--- src/rtl/arcade_input_mapper.sv ---
// rtl/arcade_input_mapper.sv - PS/2 + joystick conditioning, rotate remap and debounced coin pulse.
// Optional P2 keyboard controls are compiled in with ARCADE_INPUT_P2_KEYS_EN.
module arcade_input_mapper #(
  parameter int COIN_PULSE_CYC   = 200000,
  parameter int COIN_HOLDOFF_CYC = 400000,
  parameter int CNT_W            = 20
) (
  input  logic        clk_sys,
  input  logic        reset_n,
  input  logic [10:0] ps2_key,
  input  logic [15:0] joystick_0,
  input  logic [15:0] joystick_1,
  input  logic        rotate,
  output logic [4:0]  p1_ctrl,
  output logic [4:0]  p2_ctrl,
  output logic [1:0]  start,
  output logic        coin,
  output logic        test
);

  localparam int K_UP    = 0;
  localparam int K_DOWN  = 1;
  localparam int K_LEFT  = 2;
  localparam int K_RIGHT = 3;
  localparam int K_SPACE = 4;
  localparam int K_CTRL  = 5;
  localparam int K_RCTRL = 6;
  localparam int K_F1    = 7;
  localparam int K_1     = 8;
  localparam int K_F2    = 9;
  localparam int K_2     = 10;
  localparam int K_COIN5 = 11;
  localparam int K_COIN6 = 12;
  localparam int K_TEST  = 13;
`ifdef ARCADE_INPUT_P2_KEYS_EN
  localparam int K2_UP    = 14;
  localparam int K2_DOWN  = 15;
  localparam int K2_LEFT  = 16;
  localparam int K2_RIGHT = 17;
  localparam int K2_FIRE  = 18;
  localparam int KEY_N    = 19;
`else
  localparam int KEY_N    = 14;
`endif

  localparam logic [CNT_W-1:0] PULSE_LOAD   = CNT_W'(COIN_PULSE_CYC - 1);
  localparam logic [CNT_W-1:0] HOLDOFF_LOAD = CNT_W'(COIN_HOLDOFF_CYC - 1);

  typedef enum logic [1:0] {
    ST_IDLE     = 2'd0,
    ST_PULSE    = 2'd1,
    ST_HOLDOFF  = 2'd2,
    ST_WAIT_REL = 2'd3
  } coin_state_t;

  logic             prev_tog_q, prev_tog_d;
  logic             armed_q, armed_d;
  logic [KEY_N-1:0] keys_q, keys_d;
  logic [4:0]       p1_ctrl_q, p1_ctrl_d;
  logic [4:0]       p2_ctrl_q, p2_ctrl_d;
  logic [1:0]       start_q, start_d;
  logic             test_q, test_d;
  logic             coin_q, coin_d;
  logic             coin_req_prev_q, coin_req_prev_d;
  logic [CNT_W-1:0] cnt_q, cnt_d;
  coin_state_t      state_q, state_d;

  logic        evt;
  logic [8:0]  key_code;
  logic [15:0] j;
  logic [4:0]  p1_raw, p2_raw;
  logic        coin_req;
  logic        unused_ok;

  assign unused_ok = ^{joystick_0[15:8], joystick_1[15:8]};

  // Raw vectors are {fire, up, down, left, right}; rotation turns the panel a quarter turn.
  function automatic logic [4:0] remap(input logic [4:0] raw, input logic rot);
    if (rot) remap = {raw[4], raw[1], raw[0], raw[2], raw[3]};
    else     remap = raw;
  endfunction

  always_comb begin
    prev_tog_d = ps2_key[10];
    armed_d    = 1'b1;
    evt        = armed_q && (ps2_key[10] != prev_tog_q);
    key_code   = ps2_key[8:0];
    keys_d     = keys_q;
    if (evt) begin
      case (key_code)
        9'h075, 9'h175: keys_d[K_UP]    = ps2_key[9];
        9'h072, 9'h172: keys_d[K_DOWN]  = ps2_key[9];
        9'h06B, 9'h16B: keys_d[K_LEFT]  = ps2_key[9];
        9'h074, 9'h174: keys_d[K_RIGHT] = ps2_key[9];
        9'h029:         keys_d[K_SPACE] = ps2_key[9];
        9'h014:         keys_d[K_CTRL]  = ps2_key[9];
        9'h114:         keys_d[K_RCTRL] = ps2_key[9];
        9'h005:         keys_d[K_F1]    = ps2_key[9];
        9'h016:         keys_d[K_1]     = ps2_key[9];
        9'h006:         keys_d[K_F2]    = ps2_key[9];
        9'h01E:         keys_d[K_2]     = ps2_key[9];
        9'h02E:         keys_d[K_COIN5] = ps2_key[9];
        9'h036:         keys_d[K_COIN6] = ps2_key[9];
        9'h02C:         keys_d[K_TEST]  = ps2_key[9];
`ifdef ARCADE_INPUT_P2_KEYS_EN
        9'h02D:         keys_d[K2_UP]    = ps2_key[9];
        9'h02B:         keys_d[K2_DOWN]  = ps2_key[9];
        9'h023:         keys_d[K2_LEFT]  = ps2_key[9];
        9'h034:         keys_d[K2_RIGHT] = ps2_key[9];
        9'h01C:         keys_d[K2_FIRE]  = ps2_key[9];
`endif
        default: ;
      endcase
    end
  end

  always_comb begin
    j      = joystick_0 | joystick_1;
    p1_raw = {keys_q[K_SPACE] | keys_q[K_CTRL] | keys_q[K_RCTRL] | j[4],
              keys_q[K_UP]    | j[3],
              keys_q[K_DOWN]  | j[2],
              keys_q[K_LEFT]  | j[1],
              keys_q[K_RIGHT] | j[0]};
`ifdef ARCADE_INPUT_P2_KEYS_EN
    p2_raw = {keys_q[K2_FIRE]  | j[4],
              keys_q[K2_UP]    | j[3],
              keys_q[K2_DOWN]  | j[2],
              keys_q[K2_LEFT]  | j[1],
              keys_q[K2_RIGHT] | j[0]};
`else
    p2_raw = j[4:0];
`endif
    p1_ctrl_d = remap(p1_raw, rotate);
    p2_ctrl_d = remap(p2_raw, rotate);
    start_d   = {keys_q[K_F2] | keys_q[K_2] | j[6], keys_q[K_F1] | keys_q[K_1] | j[5]};
    test_d    = keys_q[K_TEST];
    coin_req  = keys_q[K_COIN5] | keys_q[K_COIN6] | j[7];
  end

  // Only a fresh rising edge of the merged request starts a pulse; holding never retriggers.
  always_comb begin
    state_d         = state_q;
    cnt_d           = cnt_q;
    coin_d          = coin_q;
    coin_req_prev_d = coin_req;
    case (state_q)
      ST_IDLE: begin
        if (coin_req && !coin_req_prev_q) begin
          state_d = ST_PULSE;
          cnt_d   = PULSE_LOAD;
          coin_d  = 1'b1;
        end
      end
      ST_PULSE: begin
        if (cnt_q == '0) begin
          state_d = ST_HOLDOFF;
          cnt_d   = HOLDOFF_LOAD;
          coin_d  = 1'b0;
        end else begin
          cnt_d = cnt_q - 1'b1;
        end
      end
      ST_HOLDOFF: begin
        if (cnt_q == '0) begin
          state_d = coin_req ? ST_WAIT_REL : ST_IDLE;
        end else begin
          cnt_d = cnt_q - 1'b1;
        end
      end
      ST_WAIT_REL: begin
        if (!coin_req) state_d = ST_IDLE;
      end
      default: begin
        state_d = ST_IDLE;
        coin_d  = 1'b0;
      end
    endcase
  end

  // coin_req_prev resets high so a request held through reset needs a fresh press.
  always_ff @(posedge clk_sys or negedge reset_n) begin
    if (!reset_n) begin
      prev_tog_q      <= 1'b0;
      armed_q         <= 1'b0;
      keys_q          <= '0;
      p1_ctrl_q       <= '0;
      p2_ctrl_q       <= '0;
      start_q         <= '0;
      test_q          <= 1'b0;
      coin_q          <= 1'b0;
      coin_req_prev_q <= 1'b1;
      cnt_q           <= '0;
      state_q         <= ST_IDLE;
    end else begin
      prev_tog_q      <= prev_tog_d;
      armed_q         <= armed_d;
      keys_q          <= keys_d;
      p1_ctrl_q       <= p1_ctrl_d;
      p2_ctrl_q       <= p2_ctrl_d;
      start_q         <= start_d;
      test_q          <= test_d;
      coin_q          <= coin_d;
      coin_req_prev_q <= coin_req_prev_d;
      cnt_q           <= cnt_d;
      state_q         <= state_d;
    end
  end

  assign p1_ctrl = p1_ctrl_q;
  assign p2_ctrl = p2_ctrl_q;
  assign start   = start_q;
  assign coin    = coin_q;
  assign test    = test_q;

endmodule

--- config.mk ---
export PLATFORM = sky130hd
export DESIGN_NAME = arcade_input_mapper
export DESIGN_NICKNAME = d
export VERILOG_FILES = /design/src/rtl/arcade_input_mapper.sv
export SDC_FILE = /design/constraint.sdc
export NUM_CORES = 1
export LEC_CHECK = 0
export ABC_AREA = 1
export BUFFER_PORTS_ARGS = -buffer_cell sky130_fd_sc_hd__buf_4
export CAP_MARGIN = 20
export CORE_UTILIZATION = 38
export DETAILED_ROUTE_END_ITERATION = 7
export PLACE_DENSITY = 0.59
export SLEW_MARGIN = 20
export SYNTH_ARGS = -nofsm -noshare
export SYNTH_HDL_FRONTEND = slang
export SYNTH_SLANG_ARGS = --single-unit
--- constraint.sdc ---
create_clock -name clk_sys -period 2.2 [get_ports clk_sys]
set_input_delay 0.33 -clock clk_sys [delete_from_list [all_inputs] [get_ports clk_sys]]
set_output_delay 0.33 -clock clk_sys [all_outputs]
set_load 0.02 [all_outputs]
==> summary.txt, run 1 <==
Clock network
  – Clock buffer depth: 2
  – TritonCTS buffer count: 5
  – Postcts setup bufs: 0
  – CTS resizes: 0
  – CTS tree: yes
  – Root Buffer: clkbuf_8
  – Clock Sinks: 53
  – Hold_buf cts: 0
  – Clock slew at reported path FFs: 0.11 ns
  – H-tree depth: 2
  – Worst-Skew Late Latency: 0.31 ns

Floorplanning
  – Starting Density: 39.15%
  – Core footprint: 7727 um2
  – Die X: 91.23 um
  – Die Y: 91.23 um
  – Die ar.: 8322 um2
  – # IOs: 60
  – Row count: 32

Final layout
  – Register area: 1328 um2
  – Nets: between 500 and 600
  – Multi-input combinational cell area: between 1000 and 1500 um2
  – Ant diodes: 0
  – Synth-to-layout area growth: 18.24%
  – Fillers: around 800
  – Utilization after layout: around 46%
  – Design Area, Final: 3577 um2
  – Layout cell share with drive strength beyond 1: between 10% and 20%

Placement
  – Placed Area: around 3500 um2
  – IO Port Bufs: 43
  – Placer's final routability congestion estimate: 0.9538
  – Final HPWL DP: 5102 um

Flow run
  – Max Cap Viol: 0

Detailed routing
  – Drt initial violations: 121
  – Final WL: 6816 um
  – Post-DR wirelength/cell: between 10 and 15 um
  – Initial DRT Pass Iterations: 4
  – Post-route ant nets: 0
  – Vias: ~2700
  – Via-to-Cell Ratio: just under 5
  – DRC: 0

Worst setup path
  – Crit-path max FO: 10
  – Critical path required time: 2.37 ns
  – Worst Path Arrival: ~2.2 ns
  – Crit path launch type: flip-flop
  – WS Path Type: reg2reg
  – CP Capture Type: flip-flop

Synth
  – Main flop type after synthesis: dfrtp_1
  – Mapped Area: 3025 um2
  – Cell count after synthesis: 407
  – Synth Area per Inst: roughly 7.4 um2
  – Post-synth EDFFs: 0
  – Cell taking the most area after synthesis: dfrtp_1
  – Ranking of synthesized cells by area: dfrtp_1, nand2_1, nor2_1
  – Yosys warns: 0
  – Sequential share of the synthesized area: 43.88%
  – Syn_nets: 459
  – Cell with the most instances after synthesis: nand2_1
  – Async set or reset register ratio after synthesis: 100.0%
  – Yosys top cell area share: 43.01%
  – Top cells by count, synth: nand2_1, nor2_1, dfrtp_1
  – Number of distinct library cells after synthesis: 31
  – Synthesized flop and latch total: 53

Status
  – Run status: finished clean

STA
  – Final setup fails: 0
  – Worst-margin pin slew: 0.6681 ns
  – Max-slew violation count: 0
  – Part of the cycle the worst path needs: approximately nine tenths
  – Final Skew: 0.01625 ns
  – Setup TNS: 0 ns
  – Final Hold Vio Count: 0
  – Period minus WS final: about 2 ns
  – FMAX: roughly 500 MHz
  – Hold WS: 0.04652 ns
  – RSZ-0062 raised after global routing: no
  – Max-slew headroom: 55.46%

GRT
  – Largest net degree at the start of global routing: 54
  – Gr usage total: 18.25%
  – Gr ovfl total: 0
  – Initial antenna violation count: 0
  – Number of global-route vias before repair: 2760
  – First-pass GRT wire length: between 10000 and 15000 um

Power
  – Static Leak: ~1.7 nW
  – PwrDens: a little over 900 nW/um2
  – VDD IR max: 0.3742 mV

Worst hold path
  – Hold Crit Class: in2async
[sequential cells by signal (all words and copies together), names as in the netlist]
| signal | flops |
|---|---|
| cnt_q | 20 |
| keys_q | 14 |
| p1_ctrl | 5 |
| p2_ctrl | 5 |
| start | 2 |
| state_q | 2 |
| armed_q | 1 |
| coin | 1 |
| coin_req_prev_q | 1 |
| prev_tog_q | 1 |
| test | 1 |
[power by group]
part / switching (mW) / leakage [nW] / internal (mW)
combinational: 0.870 / 1.04 / 0.419
clock: 0.351 / 0.0591 / 0.348
sequential: 0.141 / 0.638 / 1.11
[layout by cell type (no fill, tap or decap), drive strengths merged, types with 2 or more instances in the layout]
| master | n |
|---|---|
| nand2 | 98 |
| nor2 | 75 |
| inv | 56 |
| dfrtp | 52 |
| buf | 44 |
| nand3 | 34 |
| a21oi | 21 |
| o21ai | 19 |
| nand4 | 12 |
| nor3 | 10 |
| ha | 6 |
| xor2 | 5 |
| clkbuf | 5 |
| a31oi | 3 |
| nor4 | 3 |
| o21a | 3 |
| a22oi | 2 |
| or4 | 2 |
[area by class of cell]
cell class	count	share of cell area, %
Sequential cell	53	37.11
Clock inverter	3	1.329
Clock buffer	5	1.924
Multi-Input combinational cell	296	41.17
Inverter	54	5.666
Timing Repair Buffer	44	9.234
Tap cell	102	3.568
[critical path, cell delays in order, from the launching register on]
cell and delay [ns]:
dfrtp_1 0.43, inv_1 0.09, ha_1 0.21, inv_1 0.09, a21oi_2 0.07, nor2_4 0.25
nand3_2 0.21, nor2_2 0.39, a21oi_1 0.13
[routing by layer]
layer / global-route usage [%] / routed length (um)
met1: 23.25 / 3223
met2: 31.19 / 3182
met3: 3.350 / 302
met4: 5.952 / 108
met5: 0 / 0
[worst paths after layout]
check	start	endpoint	depth (start not counted)	slack, ns
max	state_q[0]$_DFFE_PN0P_	cnt_q[0]$_DFFE_PN0P_	8	0.20
min	reset_n	cnt_q[19]$_DFFE_PN0P_	1	0.05
max reg2reg	state_q[0]$_DFFE_PN0P_	cnt_q[0]$_DFFE_PN0P_	8	0.20
min reg2reg	keys_q[13]$_DFFE_PN0P_	test$_DFF_PN0_	0	0.40
max in group asynchronous	reset_n	cnt_q[9]$_DFFE_PN0P_	1	1.71
min in group clk_sys	ps2_key[10]	prev_tog_q$_DFF_PN0_	1	0.14
[through the flow]
stage / cells / setup WS, ns / power [mW]
floorplan: 407 / 0.5822 / 2.221
global placement: 549 / 0.2899 / 2.536
detailed placement: 549 / 0.2495 / 2.570
CTS: 557 / 0.2122 / 3.285
global route: 557 / 0.03287 / 3.513
finish: 557 / 0.1951 / 3.244
[kinds of logic after synthesis]
group,after synthesis,synth area share (%)
flops,53,43.88
fa+ha+maj,6,2.481
other cells,1,0.1240
compound gates,48,8.850
xor+xnor,6,1.737
simple gates,234,35.15
buf+inv,58,7.444
mux,1,0.3309
No activity file was read; power rests on OpenSTA's default activity.
==> inputs of run 2 (changes only) <==
--- a/config.mk
+++ b/config.mk
@@ -8,6 +8,7 @@
 export ABC_AREA = 1
 export BUFFER_PORTS_ARGS = -buffer_cell sky130_fd_sc_hd__buf_4
 export CAP_MARGIN = 20
+export CORE_ASPECT_RATIO = 0.75
 export CORE_UTILIZATION = 38
 export DETAILED_ROUTE_END_ITERATION = 7
 export PLACE_DENSITY = 0.59
==> constraint.sdc (replaced) <==
create_clock -name clk_sys -period 2.2 [get_ports clk_sys]
set_input_delay 0.11 -clock clk_sys [delete_from_list [all_inputs] [get_ports clk_sys]]
set_output_delay 0.11 -clock clk_sys [all_outputs]
set_load 0.02 [all_outputs]
==> run 2 against run 1 <==
Clock power rose by 1%. Sequential power barely moved. Critical path depth did not move.
==> summary.txt, run 2 (synthesized netlist as in run 1, its figures left out) <==
Power
  – Final total power: 3.292 mW (+1.5%)
  – VDD IR max: 0.3710 mV (-0.87%)
  – Int Power: 1.914 mW (+1.7%)
  – Total net switching power: 1.378 mW (+1.2%)
  – PwrDens: 899.4 nW/um2 (-0.81%)
  – Switching Share: 41.87% (-0.11 points)
  – Clock network power share: 21.5% (about the same)
  – Sequential power share: 38.3% (-0.4 points)
  – Static Leak: 1.769 nW (+1.7%)
  – Logic pwr share: 40.3% (+0.5 points)

Clock network
  – Clock slew at reported path FFs: 0.10 ns (about the same)
  – Clock Sinks: 53 (unchanged)
  – CTS tree: yes
  – TritonCTS buffer count: 5 (unchanged)
  – Worst-Skew Late Latency: 0.31 ns (about the same)
  – Root Buffer: clkbuf_8
  – Clock buffer depth: 2 (unchanged)
  – H-tree depth: 2 (unchanged)
  – Postcts setup bufs: 0 (unchanged)

GRT
  – Gr ovfl total: 0 (unchanged)
  – First-pass GRT wire length: 12760 um (+3.5%)
  – Initial antenna violation count: 0 (unchanged)
  – Gr usage total: 19.73% (+1.5 points)
  – Largest net degree at the start of global routing: 54 (unchanged)
  – Number of global-route vias before repair: 2654 (-3.8%)

STA
  – Setup TNS: 0 ns (unchanged)
  – Worst-margin pin slew: 0.6748 ns (+0.006629 ns)
  – Part of the cycle the worst path needs: 90.65% (-0.48 points)
  – Max-slew headroom: 55.02% (-0.44 points)
  – FMAX: 501.4 MHz (+0.53%)
  – Final Skew: 0.006760 ns (-0.009486 ns)
  – Max-slew violation count: 0 (unchanged)
  – Final setup fails: 0 (unchanged)
  – Hold WS: 0.04330 ns (-0.003215 ns)
  – Final Hold Vio Count: 0 (unchanged)
  – Period minus WS final: 1.994 ns (-0.01052 ns)
  – RSZ-0062 raised after global routing: no

Final layout
  – Most frequent cells in the layout: nand2_1, nor2_1, dfrtp_1, inv_1, buf_4
  – Multi-input combinational cell area: 1473 um2 (unchanged)
  – Layout cell share with drive strength beyond 1: 16.63% (-0.29 points)
  – Largest Register: cnt_q
  – Fillers: 781 (-2.0%)
  – Synth-to-layout area growth: 20.97%
  – Biggest regs: cnt_q x20, keys_q x14
  – Design Area, Final: 3660 um2 (+2.3%)
  – Most common cell after layout, fill and taps aside: nand2_1
  – Nets: 514 (+1.6%)
  – Max reg flops: 20 (unchanged)
  – Ant diodes: 0 (unchanged)
  – Register area: 1328 um2 (unchanged)

Flow run
  – Max Cap Viol: 0 (unchanged)

Floorplanning
  – # IOs: 60 (unchanged)
  – Starting Density: 40.16% (+1.0 points)
  – Die ar.: 8326 um2 (about the same)
  – Die X: 105.0 um (+15%)
  – Die Y: 79.28 um (-13%)
  – Core footprint: 7533 um2 (-2.5%)
  – Row count: 27 (-16%)

Worst setup path
  – Worst Path Arrival: 2.17 ns (about the same)
  – CP Capture Type: flip-flop
  – Critical path required time: 2.38 ns (about the same)
  – WS Path Type: reg2reg
  – Crit-path max FO: 10 (unchanged)
  – Crit path launch type: flip-flop

Detailed routing
  – Drt initial violations: 149 (+23%)
  – Post-DR wirelength/cell: 13.63 um (+11%)
  – Via-to-Cell Ratio: 4.975 (+1.8%)
  – Final WL: 7687 um (+13%)
  – DRC: 0 (unchanged)
  – Initial DRT Pass Iterations: 4 (unchanged)
  – Vias: 2806 (+3.1%)
  – Post-route ant nets: 0 (unchanged)

Worst hold path
  – Hold Crit Class: in2reg

Placement
  – IO Port Bufs: 43 (unchanged)
  – Placer's final routability congestion estimate: 0.9279 (-2.7%)
  – Final HPWL DP: 5789 um (+13%)
  – Placed Area: 3460 um2 (about the same)

Status
  – Run status: finished clean
## run 2: metrics by stage
step | setup slack (ns) | instances | utilization (%)
after floorplan | 0.5822 | 407 | -
after global placement | 0.3107 | 548 | 45.92
after detailed placement | 0.2315 | 548 | 45.92
after CTS | 0.2009 | 562 | 48.31
after global routing | 0.04855 | 564 | 48.58
final | 0.2056 | 564 | 48.58
## run 2: power groups by stage
stage,logic (mW),registers [mW],clock network (mW)
finish,1.33,1.26,0.707
global route,1.49,1.28,0.770
CTS,1.33,1.26,0.735
detailed placement,1.31,1.28,0
global placement,1.26,1.27,0
floorplan,0.961,1.26,0
## run 2: what timing repair did
action,in CTS,in global routing
hold buffers,6,2
endpoints found under the hold margin,56,1
gates resized for setup,0,0
## run 2: final cells by class
class                           instances  area share, %
Clock buffer                            6          2.256
Clock inverter                          2          1.026
Inverter                               54          5.538
Multi-Input combinational cell        296          40.24
Sequential cell                        53          36.27
Tap cell                              101          3.453
Timing Repair Buffer                   52          11.21
## run 2: routing by layer
| metal | vias up | routed length (um) | GRT usage (%) |
|---|---|---|---|
| li1 | 1417 | - | - |
| met1 | 1324 | 4069 | 29.58 |
| met2 | 61 | 3197 | 28.41 |
| met4 | 0 | 50 | 5.634 |
| met3 | 4 | 370 | 4.023 |
| met5 | - | 0 | 0 |
## run 2: path summary, 6_finish.rpt
check                      cells after the start  slack [ns]                    end                    from
setup / recovery                               8        0.21  cnt_q[11]$_DFFE_PN0P_  state_q[0]$_DFFE_PN0P_
hold / removal                                 2        0.04   p2_ctrl[0]$_DFF_PN0_                  rotate
setup reg to reg                               8        0.21  cnt_q[11]$_DFFE_PN0P_  state_q[0]$_DFFE_PN0P_
hold reg to reg                                0        0.38         test$_DFF_PN0_  keys_q[13]$_DFFE_PN0P_
max in group asynchronous                      2        1.38   p2_ctrl[2]$_DFF_PN0_                 reset_n
min in group asynchronous                      2        0.37   prev_tog_q$_DFF_PN0_                 reset_n
## run 2: critical path, cell delays in order (launching register included)
cell and delay [ns]:
dfrtp_1 0.43, inv_1 0.10, ha_1 0.21, inv_1 0.09, a21oi_2 0.07, nor2_4 0.25, nand3_2 0.21, nor2_2 0.37
a21oi_1 0.12
==> inputs of run 3 (changes only) <==
--- a/config.mk
+++ b/config.mk
@@ -5,7 +5,6 @@
 export SDC_FILE = /design/constraint.sdc
 export NUM_CORES = 1
 export LEC_CHECK = 0
-export ABC_AREA = 1
 export BUFFER_PORTS_ARGS = -buffer_cell sky130_fd_sc_hd__buf_4
 export CAP_MARGIN = 20
 export CORE_ASPECT_RATIO = 0.75
==> run 3 against run 2 <==
Critical path type unchanged. Synthesized cell count shrank 30%. Flip-flop and latch count did not move. Via count shrank 11%. Critical endpoint is now cnt_q[13]$_DFFE_PN0P_. Largest cell class unchanged. Register-to-register slack worse by 0.07 ns. Setup slack worse by 0.072 ns. Design area is 0.62% lower. Clock skew is 0.0033 ns higher. Sequential power is 4% higher. Fmax is 3.5% lower. First-iteration DRC count is 4.7% lower.
==> summary.txt, run 3 <==
Power
  – Switching Share: 42.62% (+0.75 points)
  – Sequential power share: 33.1% (-5.2 points)
  – Static Leak: 1.552 nW (-12%)
  – Logic pwr share: 52.3% (+12 points)
  – Clock network power share: 14.6% (-6.9 points)
  – PwrDens: 1091 nW/um2 (+21%)
  – VDD IR max: 0.5666 mV (+53%)
  – Int Power: 2.277 mW (+19%)
  – Total net switching power: 1.691 mW (+23%)

Clock network
  – Clock Sinks: 53 (unchanged)
  – Clock buffer depth: 2 (unchanged)
  – CTS tree: yes
  – Root Buffer: clkbuf_8
  – Clock slew at reported path FFs: 0.10 ns (about the same)
  – H-tree depth: 2 (unchanged)
  – TritonCTS buffer count: 5 (unchanged)
  – Worst-Skew Late Latency: 0.31 ns (about the same)

Floorplanning
  – Row count: 27 (unchanged)
  – Starting Density: 39.36% (-0.79 points)
  – Die ar.: 7986 um2 (-4.1%)
  – Die X: 102.9 um (-2.1%)
  – # IOs: 60 (unchanged)
  – Core footprint: 7365 um2 (-2.2%)
  – Die Y: 77.64 um (-2.1%)

Flow run
  – Max Cap Viol: 0 (unchanged)

Final layout
  – Utilization after layout: 49.39% (+0.81 points)
  – Most frequent cells in the layout: buf_4, dfrtp_1, nand2_1, nor3_1, nor2_1
  – Nets: 403 (-22%)
  – Synth-to-layout area growth: 25.46%
  – Max reg flops: 20 (unchanged)
  – Largest Register: cnt_q
  – Most common cell after layout, fill and taps aside: buf_4
  – Biggest regs: cnt_q x20, keys_q x14
  – Layout cell share with drive strength beyond 1: 28.13% (+11 points)
  – Fillers: 710 (-9.1%)
  – Register area: 1328 um2 (unchanged)
  – Multi-input combinational cell area: 1521 um2 (+3.3%)
  – Ant diodes: 0 (unchanged)

Worst setup path
  – Critical Path Max Stage Delay: 0.50 ns (+0.07 ns)
  – Crit path launch type: flip-flop
  – Critical path required time: 2.44 ns (+0.06 ns)
  – Crit-path max FO: 10 (unchanged)
  – CP Cell Sequence: ha_1, buf_4, o2bb2ai_4, o21ai_2, buf_4, or4_1, a21oi_1
  – CP most frequent cell: buf_4
  – R2R Setup Slk: 0.13 ns (-0.07 ns)
  – Worst Path Arrival: 2.31 ns (+0.14 ns)
  – Slowest stage cell, crit path: or4_1
  – WS Path Type: reg2reg
  – CP Capture Type: flip-flop

Synth
  – Yosys warns: 0 (unchanged)
  – Synthesized flop and latch total: 53 (unchanged)
  – Ranking of synthesized cells by area: dfrtp_1, nor3_1, mux2_1
  – Main flop type after synthesis: dfrtp_1
  – Post-synth EDFFs: 0 (unchanged)
  – Number of distinct library cells after synthesis: 63 (+100%)
  – Cell taking the most area after synthesis: dfrtp_1
  – Syn_nets: 336 (-27%)
  – Sequential share of the synthesized area: 45.79% (+1.9 points)
  – Cell count after synthesis: 284 (-30%)
  – Async set or reset register ratio after synthesis: 100.0% (unchanged)
  – Mapped Area: 2899 um2 (-4.2%)
  – Yosys top cell area share: 44.89% (+1.9 points)
  – Cell with the most instances after synthesis: dfrtp_1
  – Synth Area per Inst: 10.21 um2 (+37%)
  – Top cells by count, synth: dfrtp_1, nand2_1, nor3_1

STA
  – RSZ-0062 raised after global routing: no
  – Final Hold Vio Count: 0 (unchanged)
  – Max-slew violation count: 0 (unchanged)
  – Worst-margin pin slew: 0.6671 ns (-0.007670 ns)
  – Final Skew: 0.01005 ns (+0.003291 ns)
  – Part of the cycle the worst path needs: 93.90% (+3.3 points)
  – Max-slew headroom: 55.53% (+0.51 points)
  – Final setup fails: 0 (unchanged)
  – Period minus WS final: 2.066 ns (+0.07150 ns)
  – Setup TNS: 0 ns (unchanged)
  – FMAX: 484.1 MHz (-3.5%)

Placement
  – Final HPWL DP: 5204 um (-10%)
  – IO Port Bufs: 43 (unchanged)
  – Placer's final routability congestion estimate: 0.9482 (+2.2%)

GRT
  – Gr usage total: 19.74% (about the same)
  – Number of global-route vias before repair: 2405 (-9.4%)
  – Largest net degree at the start of global routing: 54 (unchanged)
  – First-pass GRT wire length: 12080 um (-5.3%)
  – Initial antenna violation count: 0 (unchanged)
  – Gr ovfl total: 0 (unchanged)

Detailed routing
  – Initial DRT Pass Iterations: 5 (+1)
  – WL met1: 3713 um (-8.7%)
  – Wire length on met2: 3117 um (-2.5%)
  – Final WL: 7232 um (-5.9%)
  – Via-to-Cell Ratio: 5.486 (+10%)
  – Max Used Layer: met4
  – Post-DR wirelength/cell: 15.96 um (+17%)
  – Metal3 WL: 347 um (-6.2%)
  – Vias: 2485 (-11%)
  – Drt initial violations: 142 (-4.7%)
  – Post-route ant nets: 0 (unchanged)
  – DRC: 0 (unchanged)

Status
  – Run status: finished clean

Worst hold path
  – Hold Crit Class: in2reg
[run 3: changes by cell type in the layout (fill, tap and decap cells not counted), moves of 8 or more]
cell | previous run | this run
nand4_1 | 11 | 2
nor3_1 | 10 | 20
nor2_1 | 63 | 17
buf_4 | 44 | 64
nand2_1 | 94 | 23
nand3_1 | 33 | 6
mux2_1 | 0 | 8
nor4_1 | 3 | 11
inv_1 | 51 | 5
[run 3: logic make-up (layout without fill, tap and decap cells)]
logic type | count (synthesis) | after routing | synth area share (%)
AND/OR/NAND/NOR | 116 | 116 | 23.91
XOR/XNOR | 1 | 1 | 0.3022
flip-flops | 53 | 53 | 45.79
buffers and inverters | 17 | 85 | 2.547
multiplexers | 19 | 19 | 7.164
other | 1 | 1 | 0.1294
adder cells (fa/ha/maj) | 6 | 6 | 2.589
AO/OA/AOI/OAI | 71 | 71 | 17.57
[run 3: power groups by stage]
stage | combinational (mW) | sequential, mW | clock, mW
after detailed placement | 2.01 | 1.32 | 0
final | 2.08 | 1.31 | 0.578
after global placement | 1.99 | 1.31 | 0
after CTS | 2.04 | 1.31 | 0.598
after floorplan | 1.31 | 1.30 | 0
after global routing | 2.30 | 1.34 | 0.637
[run 3: final cells by class]
cell class | count | share of cell area [%]
Multi-Input combinational cell | 214 | 41.83
Tap cell | 101 | 3.474
Inverter | 7 | 0.7224
Clock buffer | 5 | 1.892
Timing Repair Buffer | 70 | 14.86
Clock inverter | 3 | 0.7224
Sequential cell | 53 | 36.50
[run 3: worst max-delay path: cells and delay by family (launching register included)]
family / cells / cell delay, ns
flip-flops: 1 / 0.43
buffers and inverters: 2 / 0.34
adder cells (fa/ha/maj): 1 / 0.22
AO/OA/AOI/OAI: 3 / 0.51
AND/OR/NAND/NOR: 1 / 0.50
[run 3: through the flow]
step | instances | hold slack (ns) | worst slack (ns) | total power [mW] | area, um2
final | 453 | 0.009471 | 0.1341 | 3.969 | 3637
after global routing | 453 | 0.01531 | 0.0003704 | 4.281 | 3637
after CTS | 452 | 0.008282 | 0.05154 | 3.941 | 3615
after detailed placement | 438 | 0.1993 | 0.01276 | 3.324 | 3451
after global placement | 438 | 0.1950 | 0.07660 | 3.298 | 3451
after floorplan | 284 | -0.1856 | 0.2016 | 2.604 | 2899
[run 3: layer usage]
metal | up-vias | global-route usage, %
met5 | - | 0
met4 | 0 | 4.507
met3 | 5 | 3.333
met2 | 62 | 29.00
met1 | 1208 | 30.03
li1 | 1210 | -
[run 3: repair_timing]
item,in CTS,in global routing
cloned,0,0
pin swaps,0,2
hold buffers,6,0
resized for setup,1,4
setup endpoints to repair,1,15
buffers inserted,0,1
endpoints found under the hold margin,55,0
[run 3: worst paths after layout]
kind,from,end,cells after the start
worst max register to register,state_q[0]$_DFFE_PN0P_,cnt_q[13]$_DFFE_PN0P_,7
max in group asynchronous,reset_n,cnt_q[5]$_DFFE_PN0P_,2
worst min-delay path,joystick_0[4],p2_ctrl[4]$_DFF_PN0_,2
min in group asynchronous,reset_n,p2_ctrl[2]$_DFF_PN0_,2
worst min register to register,keys_q[13]$_DFFE_PN0P_,test$_DFF_PN0_,0
worst max-delay path,state_q[0]$_DFFE_PN0P_,cnt_q[13]$_DFFE_PN0P_,7
